**config.mk**
```make
export PLATFORM = sky130hd
export DESIGN_NAME = sync_fifo
export DESIGN_NICKNAME = d
export VERILOG_FILES = /design/src/rtl/fifo_pkg.sv /design/src/rtl/fifo_mem.sv /design/src/rtl/sync_fifo.sv
export SDC_FILE = /design/constraint.sdc
export NUM_CORES = 1
export LEC_CHECK = 0
export ABC_AREA = 1
export CORE_MARGIN = 4
export CORE_UTILIZATION = 40
export CTS_CLUSTER_SIZE = 20
export DETAILED_ROUTE_END_ITERATION = 8
export PLACE_DENSITY_LB_ADDON = 0.12
export SLEW_MARGIN = 10
export SYNTH_ARGS = -nofsm -noshare
export SYNTH_HDL_FRONTEND = slang
export SYNTH_SLANG_ARGS = --single-unit
```
**constraint.sdc**
```tcl
create_clock -name clk -period 3.9 [get_ports clk]
set_input_delay 1.17 -clock clk [delete_from_list [all_inputs] [get_ports clk]]
set_output_delay 1.17 -clock clk [all_outputs]
set_load 0.02 [all_outputs]
```
**src/rtl/fifo_pkg.sv**
```systemverilog
// Shared constants and width helper for the single-clock FIFO.
// Optional occupancy output is enabled by defining FIFO_COUNT_EN.
package fifo_pkg;

    localparam int DEF_DATA_WIDTH = 8;
    localparam int DEF_DEPTH      = 128;

    // Smallest r such that 2**r >= value; used for pointer and count widths.
    function automatic int log2_ceil(input int value);
        int r;
        r = 0;
        for (int i = 0; i < 31; i++) begin
            if ((1 << i) < value) begin
                r = i + 1;
            end
        end
        return r;
    endfunction

endpackage

```
**src/rtl/fifo_mem.sv**
```systemverilog
// Simple dual-port storage: one write port, one registered read port.
// Storage is not reset; only the read register clears on rst.
module fifo_mem
    import fifo_pkg::*;
#(
    parameter int DATA_WIDTH = DEF_DATA_WIDTH,
    parameter int DEPTH      = DEF_DEPTH,
    parameter int ADDR_W     = log2_ceil(DEF_DEPTH)
) (
    input  logic                  clk,
    input  logic                  rst,
    input  logic                  wr_en,
    input  logic [ADDR_W-1:0]     wr_addr,
    input  logic [DATA_WIDTH-1:0] wr_data,
    input  logic                  rd_en,
    input  logic [ADDR_W-1:0]     rd_addr,
    output logic [DATA_WIDTH-1:0] rd_data
);

    logic [DATA_WIDTH-1:0] mem [DEPTH];

    always_ff @(posedge clk) begin
        if (wr_en) begin
            mem[wr_addr] <= wr_data;
        end
    end

    // Read register holds its value between accepted reads.
    always_ff @(posedge clk) begin
        if (rst) begin
            rd_data <= '0;
        end else if (rd_en) begin
            rd_data <= mem[rd_addr];
        end
    end

endmodule

```
**src/rtl/sync_fifo.sv**
```systemverilog
// Single-clock FIFO: pointer, occupancy and flag logic around fifo_mem.
// Define FIFO_COUNT_EN to expose the occupancy counter as output port count.
module sync_fifo
    import fifo_pkg::*;
#(
    parameter int DATA_WIDTH = DEF_DATA_WIDTH,
    parameter int DEPTH      = DEF_DEPTH
) (
    input  logic                  clk,
    input  logic                  rst,
    input  logic                  enable,
    input  logic                  wf_en,
    input  logic                  rd_en,
    input  logic [DATA_WIDTH-1:0] data_in,
    output logic [DATA_WIDTH-1:0] data_out,
    output logic                  empty,
    output logic                  full
`ifdef FIFO_COUNT_EN
    ,
    output logic [log2_ceil(DEPTH):0] count
`endif
);

    localparam int PTR_W = log2_ceil(DEPTH);
    localparam int CNT_W = PTR_W + 1;

    logic [PTR_W-1:0] wptr;
    logic [PTR_W-1:0] rptr;
    logic [CNT_W-1:0] occ;
    logic             wr_acc;
    logic             rd_acc;

    // Reset wins over every request; full blocks writes and empty blocks
    // reads even when the opposite port would free or fill a slot this cycle.
    assign wr_acc = !rst && enable && wf_en && !full;
    assign rd_acc = !rst && enable && rd_en && !empty;

    assign empty = (occ == '0);
    assign full  = (occ == CNT_W'(DEPTH));

`ifdef FIFO_COUNT_EN
    assign count = occ;
`endif

    always_ff @(posedge clk) begin
        if (rst) begin
            wptr <= '0;
            rptr <= '0;
            occ  <= '0;
        end else begin
            if (wr_acc) begin
                wptr <= wptr + 1'b1;
            end
            if (rd_acc) begin
                rptr <= rptr + 1'b1;
            end
            case ({wr_acc, rd_acc})
                2'b10:   occ <= occ + 1'b1;
                2'b01:   occ <= occ - 1'b1;
                default: occ <= occ;
            endcase
        end
    end

    fifo_mem #(
        .DATA_WIDTH (DATA_WIDTH),
        .DEPTH      (DEPTH),
        .ADDR_W     (PTR_W)
    ) u_mem (
        .clk     (clk),
        .rst     (rst),
        .wr_en   (wr_acc),
        .wr_addr (wptr),
        .wr_data (data_in),
        .rd_en   (rd_acc),
        .rd_addr (rptr),
        .rd_data (data_out)
    );

endmodule

```
==> flow_summary.toml, run 1 <==
[status]
status = "completed"

[drt]
drt_iter0_markers = 2548
wl_per_cell_um = 21.6
viasPerCell = 5.06
routed_wl_um = 126000
ant_nets = 0
drc = 0
vias = 29400
dr.pass1.iters = 6

[synth]
synth_cells = 4105
synth_area_leaders = "edfxtp_1, nand2_1, nor2_1, o21ai_0, nand3_1"
synthFlopType = "edfxtp_1"
async_flop_share_pct = 0
ys_warn_count = 0
ys_ff_latch = 1054
yosysSeqAreaShare_pct = 70.5
synth_area_leader_cell = "edfxtp_1"
synth_edf_count = 1024
synth_nets = 4128
syn_avg_cell_area_um2 = 10.8
syn_area_um2 = 44500
synth_cell_type_count = 26
synth_top_area_share_pct = 69.2

[pwr]
clkPwrFrac_pct = 42.8
netSwitchingFraction_pct = 23.0
powerDensity_nw_per_um2 = 480
p_sw_mw = 5.63
intPower_mw = 18.8
power_frac_seq_pct = 50.9
irDropWorstVdd_uv = 364
pwr-share-comb_pct = 6.3
p_leak_nw = 19.2

[critical_path]
cp_data_arrival_time_ns = 2.15
r2r-start = "rptr[0]"
critPathMaxStageDelay_ns = 0.61
path_class = "flip-flop to output port"
startpoint = "occ[0]"
r2r_end = "u_mem.rd_data[2]"
critPathCaptureType = "output port"
crit_required_ns = 2.73
reg2reg_slack_ns = 0.85
crit_end = "full"
path_max_fanout = 4
start_kind = "flip-flop"
r2r.worst_path.cells = 12
crit_chain = "nor2_1, nand3_1, inv_1, nand3_1, nor2_1, clkdlybuf4s50_1"
cpMaxStageDelayCell = "clkdlybuf4s50_1"

[layout]
fin_nets = 4251
drive_gt1_share_pct = 9.11
fill_cells = 10300
instances_no_fill = 5813
syn2layout_area_growth_pct = 14.6
regArea_um2 = 31400
multi_input_area_um2 = 10600

[hold_path]
hp-class = "flip-flop to flip-flop"
whs_path_depth = 2

[timing]
final.setup.tns_ns = 0
tightest_slew_ns = 0.963
fin_crit_ns = 3.32
rsz0062_at_grt = "no"
slew-limit-headroom_pct = 35.8
hold_viol_final = 0
setup_viol = 0
whs_ns = 0.469
timing.fmax_ghz = 0.301
post-route-period-util_pct = 85.2
fin_worst_skew_ns = 0.0204
worst_slack_ns = 0.575
slew_violations = 0

[clock_tree]
htree_levels = 3
cts_sinks = 1054
root_buffer = "clkbuf_16"
clock_latency_ns = 0.69
hold_buffers = 0
cts_max_path_buffers = 3
cts_tree = "built"
cts_made_buffers = 112
post_cts_buffers = 0
clk_pin_slew_ns = 0.06
ctsResizeCount = 0

[job]
max-cap-violations = 0

[floorplanning]
core_area_um2 = 111000
die-height_um = 341
die_w_um = 341
rows = 122
dieArea_um2 = 117000
initial_core_util_pct = 40.2
pin_count = 23

[grt]
grt_pass1_vias = 28700
antenna_found_initial = 0
grt-ovfl-total = 0
grt_pass1_wl_um = 186000
grt_max_degree = 169
grtUsageTotal_pct = 21.3

[place]
port_buffers = 22
placed_cells = 5602
place.gp.congestion = 0.833
dp_hpwl_um = 75700
place_ws_ns = 0.203
[Yosys cell counts, types with 13 or more instances]
| master | n |
|---|---|
| edfxtp_1 | 1024 |
| nand2_1 | 980 |
| nor2_1 | 690 |
| inv_1 | 347 |
| o21ai_0 | 301 |
| nand3_1 | 299 |
| clkbuf_1 | 81 |
| o211ai_1 | 81 |
| a21oi_1 | 76 |
| buf_2 | 71 |
| dfxtp_1 | 30 |
| buf_1 | 29 |
| buf_4 | 26 |
| buf_6 | 17 |
| o21ai_1 | 13 |
[cell families (layout without fill, tap and decap cells)]
kind of cell    count (synthesis)  count (layout)  synth area share [%]
compound gates                472             472                  5.78
buf+inv                       579             798                  5.62
other cells                     0               1                     0
flops                        1054            1054                  70.5
simple gates                 1984            1984                  17.7
fa+ha+maj                      10              10                 0.298
xor+xnor                        6               6                 0.118
[through the flow]
step | instance area [um^2] | total power, mW | util, %
4_1_cts | 50900 | 24.7 | 46.1
5_1_grt | 50900 | 25.3 | 46.1
3_5_place_dp | 47300 | 14.2 | 42.8
2_1_floorplan | 44500 | 13.6 | -
6_report | 50900 | 24.5 | 46.1
3_3_place_gp | 47300 | 14.2 | 42.8
[critical path: cells and delay by family (launching register included)]
| kind | cells | cell delay (ns) |
|---|---|---|
| DFF | 1 | 0.36 |
| and+or+nand+nor | 4 | 0.41 |
| buffers and inverters | 2 | 0.70 |
[power by group through the flow]
stage | Clock (mW) | Sequential (mW) | Combinational [mW]
after floorplan | 0 | 12.7 | 0.876
after global placement | 0 | 12.7 | 1.54
after detailed placement | 0 | 12.7 | 1.54
after CTS | 10.7 | 12.5 | 1.55
after global routing | 11.2 | 12.4 | 1.70
final | 10.5 | 12.5 | 1.53
[layout make-up]
cell class	count	area share [%]
flip-flops and latches	1054	61.6
multi-input cells	2472	20.9
clock buffers	137	5.75
repair buffers	234	4.17
well taps	1488	3.66
inverters	354	2.63
clock inverters	73	1.35
diodes	1	0.00491
[metal layers]
layer / GRT usage [%] / vias up / wire length [um]
li1: - / 14100 / -
met1: 30.8 / 14300 / 57100
met2: 33.8 / 894 / 58000
met3: 3.25 / 167 / 7700
met4: 5.69 / 0 / 2810
met5: 0 / - / 0
[flip-flops by register name, indices dropped and copies added (netlist names)]
| register | flops |
|---|---|
| u_mem.mem | 1024 |
| wptr | 7 |
| u_mem.rd_data | 8 |
| rptr | 7 |
| occ | 8 |
[placed cells by master, fill, tap and decap left out, types with 3 or more instances in the layout]
| cell | synthesis | layout |
|---|---|---|
| edfxtp_1 | 1024 | 1024 |
| nand2_1 | 980 | 980 |
| nor2_1 | 690 | 689 |
| inv_1 | 347 | 345 |
| o21ai_0 | 301 | 300 |
| nand3_1 | 299 | 297 |
| buf_4 | 26 | 188 |
| clkbuf_16 | 0 | 112 |
| o211ai_1 | 81 | 81 |
| a21oi_1 | 76 | 76 |
| clkinv_1 | 5 | 29 |
| clkinv_2 | 0 | 29 |
| dfxtp_1 | 30 | 27 |
| buf_12 | 0 | 24 |
| clkbuf_1 | 81 | 22 |
| o21ai_1 | 13 | 14 |
| clkdlybuf4s50_1 | 0 | 14 |
| bufinv_16 | 0 | 10 |
| ha_1 | 9 | 9 |
| buf_6 | 17 | 8 |
| nor3_1 | 7 | 7 |
| nand4_1 | 6 | 6 |
| xor2_1 | 5 | 5 |
| inv_2 | 2 | 3 |
| inv_16 | 0 | 3 |
| clkbuf_8 | 0 | 3 |
| dfxtp_4 | 0 | 3 |
[worst min-delay path by stage]
stage | slack (ns) | start | to
after global placement | 0.46 | u_mem.rd_data[3] | u_mem.rd_data[3]
final | 0.47 | u_mem.rd_data[7] | u_mem.rd_data[7]
after floorplan | 0.49 | wptr[0] | wptr[0]
after global routing | 0.49 | u_mem.rd_data[2] | u_mem.rd_data[2]
after detailed placement | 0.46 | u_mem.rd_data[2] | u_mem.rd_data[2]
after CTS | 0.47 | u_mem.rd_data[2] | u_mem.rd_data[2]
Note: power is estimated with default switching activity, not from simulation.
==> run 2, diff against run 1 <==
--- a/config.mk
+++ b/config.mk
@@ -6,11 +6,12 @@
 export NUM_CORES = 1
 export LEC_CHECK = 0
 export ABC_AREA = 1
+export CAP_MARGIN = 25
 export CORE_MARGIN = 4
 export CORE_UTILIZATION = 40
 export CTS_CLUSTER_SIZE = 20
 export DETAILED_ROUTE_END_ITERATION = 8
-export PLACE_DENSITY_LB_ADDON = 0.12
+export PLACE_DENSITY = 0.65
 export SLEW_MARGIN = 10
 export SYNTH_ARGS = -nofsm -noshare
 export SYNTH_HDL_FRONTEND = slang
==> flow_summary.toml, run 2 (synthesized netlist as in run 1, its figures left out) <==
[clock_tree]
cts_tree = "built"
htree_levels = 3
clk_pin_slew_ns = 0.06
cts_sinks = 1054
ctsResizeCount = 0
cts_made_buffers = 106
root_buffer = "clkbuf_16"
cts_max_path_buffers = 3
post_cts_buffers = 0
clock_latency_ns = 0.69
hold_buffers = 0

[drt]
wl_per_cell_um = 19.9
m1WireLength_um = 49200
dr_wl_met3_um = 9710
vias = 29800
dr.pass1.iters = 6
drc = 0
drt_iter0_markers = 3745
ant_nets = 0
top_layer = "met4"
viasPerCell = 5.16
dr_wl_met2_um = 52400
routed_wl_um = 115000

[pwr]
netSwitchingFraction_pct = 22.2
clkPwrFrac_pct = 42.6
pwr-share-comb_pct = 6.0
irDropWorstVdd_uv = 400
intPower_mw = 18.9
power_frac_seq_pct = 51.3
p_sw_mw = 5.40
p_leak_nw = 19.0
powerDensity_nw_per_um2 = 479

[critical_path]
reg2reg_slack_ns = 0.87
crit_cells = 9
startpoint = "rst"
r2r.worst_path.cells = 10
crit_end = "u_mem.mem[114][2]"
cpMaxStageDelayCell = "nor2_1"
critPathCaptureType = "flip-flop"
path_max_fanout = 8
critPathMaxStageDelay_ns = 0.79
path_class = "input pin to flip-flop"
crit_chain = "clkdlybuf4s50_1, inv_1, nand2_1, nor2_1, nand2_1, buf_4, inv_1, nand4_1, nor2_1"
critical-path-top-delay-family = "simple AND/OR/NAND/NOR gates"
crit_buf_inv = 4
cp_data_arrival_time_ns = 3.66
r2r-start = "rptr[2]"
r2r_end = "u_mem.rd_data[5]"
start_kind = "input pin"
crit_required_ns = 4.20

[floorplanning]
die_w_um = 341
core_area_um2 = 111000
dieArea_um2 = 117000
rows = 122
initial_core_util_pct = 40.2
die-height_um = 341
pin_count = 23

[layout]
reg.largest.list = "u_mem.mem x1024, occ x8, u_mem.rd_data x8"
largest_reg_flops = 1024
fill_cells = 10100
multi_input_area_um2 = 10600
syn2layout_area_growth_pct = 13.9
regArea_um2 = 31400
fin_nets = 4220
layout_common_cells = "edfxtp_1, nand2_1, nor2_1"
drive_gt1_share_pct = 8.39
final_common_cell = "edfxtp_1"
design_area_um2 = 50600
regMostFlops = "u_mem.mem"

[timing]
post-route-period-util_pct = 85.9
timing.fmax_ghz = 0.298
hold_viol_final = 0
fin_crit_ns = 3.35
slew_violations = 0
rsz0062_at_grt = "no"
slew-limit-headroom_pct = 32.8
fin_worst_skew_ns = 0.0443
setup_viol = 0
whs_ns = 0.479
tightest_slew_ns = 1.01

[place]
dp_hpwl_um = 68900
port_buffers = 22
placed_cell_area_um2 = 47100
place.gp.congestion = 0.872

[hold_path]
min_from = "u_mem.rd_data[5]"
hp-class = "flip-flop to flip-flop"

[grt]
grt_pass1_wl_um = 173000
grt_max_degree = 183
grt_pass1_vias = 28700
grtUsageTotal_pct = 19.4
antenna_found_initial = 2
grt-ovfl-total = 0

[status]
status = "completed"

[job]
max-cap-violations = 0
==> run 2: cell count changes in the layout (fill, tap and decap cells not counted), moves of 2 or more <==
cell	change
nand3_2	-2
bufinv_16	+5
clkinv_2	-7
nand3_1	+2
inv_16	-2
buf_4	-15
clkinvlp_4	+2
buf_6	-8
buf_12	-2
clkbuf_16	-6
==> run 2: power by group through the flow <==
stage | registers, mW | logic (mW) | clock network (mW)
final | 12.5 | 1.47 | 10.3
after global routing | 12.5 | 1.62 | 11.0
after CTS | 12.5 | 1.46 | 10.5
after detailed placement | 12.7 | 1.46 | 0
after global placement | 12.7 | 1.45 | 0
after floorplan | 12.7 | 0.876 | 0
==> run 2: layout make-up <==
cell class                 count  share of cell area, %
sequential                  1054                   62.0
multi-input combinational   2472                   21.0
clock buffer                 129                   5.45
timing repair buffer         209                   3.71
tap                         1488                   3.68
inverter                     354                   2.65
clock inverter                72                   1.57
antenna                        1                0.00494
==> run 2: how the worst min path moves through the flow <==
stage / end / cells past startpoint
floorplan: wptr[0] / 2
global placement: u_mem.rd_data[5] / 2
detailed placement: u_mem.rd_data[5] / 2
CTS: u_mem.rd_data[5] / 2
global route: u_mem.rd_data[5] / 2
finish: u_mem.rd_data[5] / 2
==> run 2: per-layer routing <==
layer / track usage, % / vias up
met5: 0 / -
met4: 6.27 / 0
met1: 27.6 / 14300
met3: 3.03 / 213
met2: 30.6 / 1335
li1: - / 14000
==> run 2: through the flow <==
| step | power [mW] | std cells | TNS, ns | utilization, % | setup WS [ns] |
|---|---|---|---|---|---|
| 2_1_floorplan | 13.6 | 4105 | 0 | - | 0.398 |
| 3_3_place_gp | 14.1 | 5577 | 0 | 42.6 | 0.0249 |
| 3_5_place_dp | 14.2 | 5577 | -0.814 | 42.6 | -0.0667 |
| 4_1_cts | 24.4 | 5778 | 0 | 45.8 | 0.552 |
| 5_1_grt | 25.1 | 5778 | 0 | 45.8 | 0.418 |
| 6_report | 24.3 | 5779 | 0 | 45.8 | 0.549 |
==> run 2: worst reg2reg max path, cell delays in order, from the launching register on <==
cell,delay [ns]
dfxtp_2,0.48
nor2_4,0.16
buf_4,0.27
clkinv_1,0.61
a21oi_1,0.45
nor2_1,0.10
nand2_1,0.11
nand3_1,0.24
nand2_1,0.16
nand3_1,0.19
a21oi_1,0.17
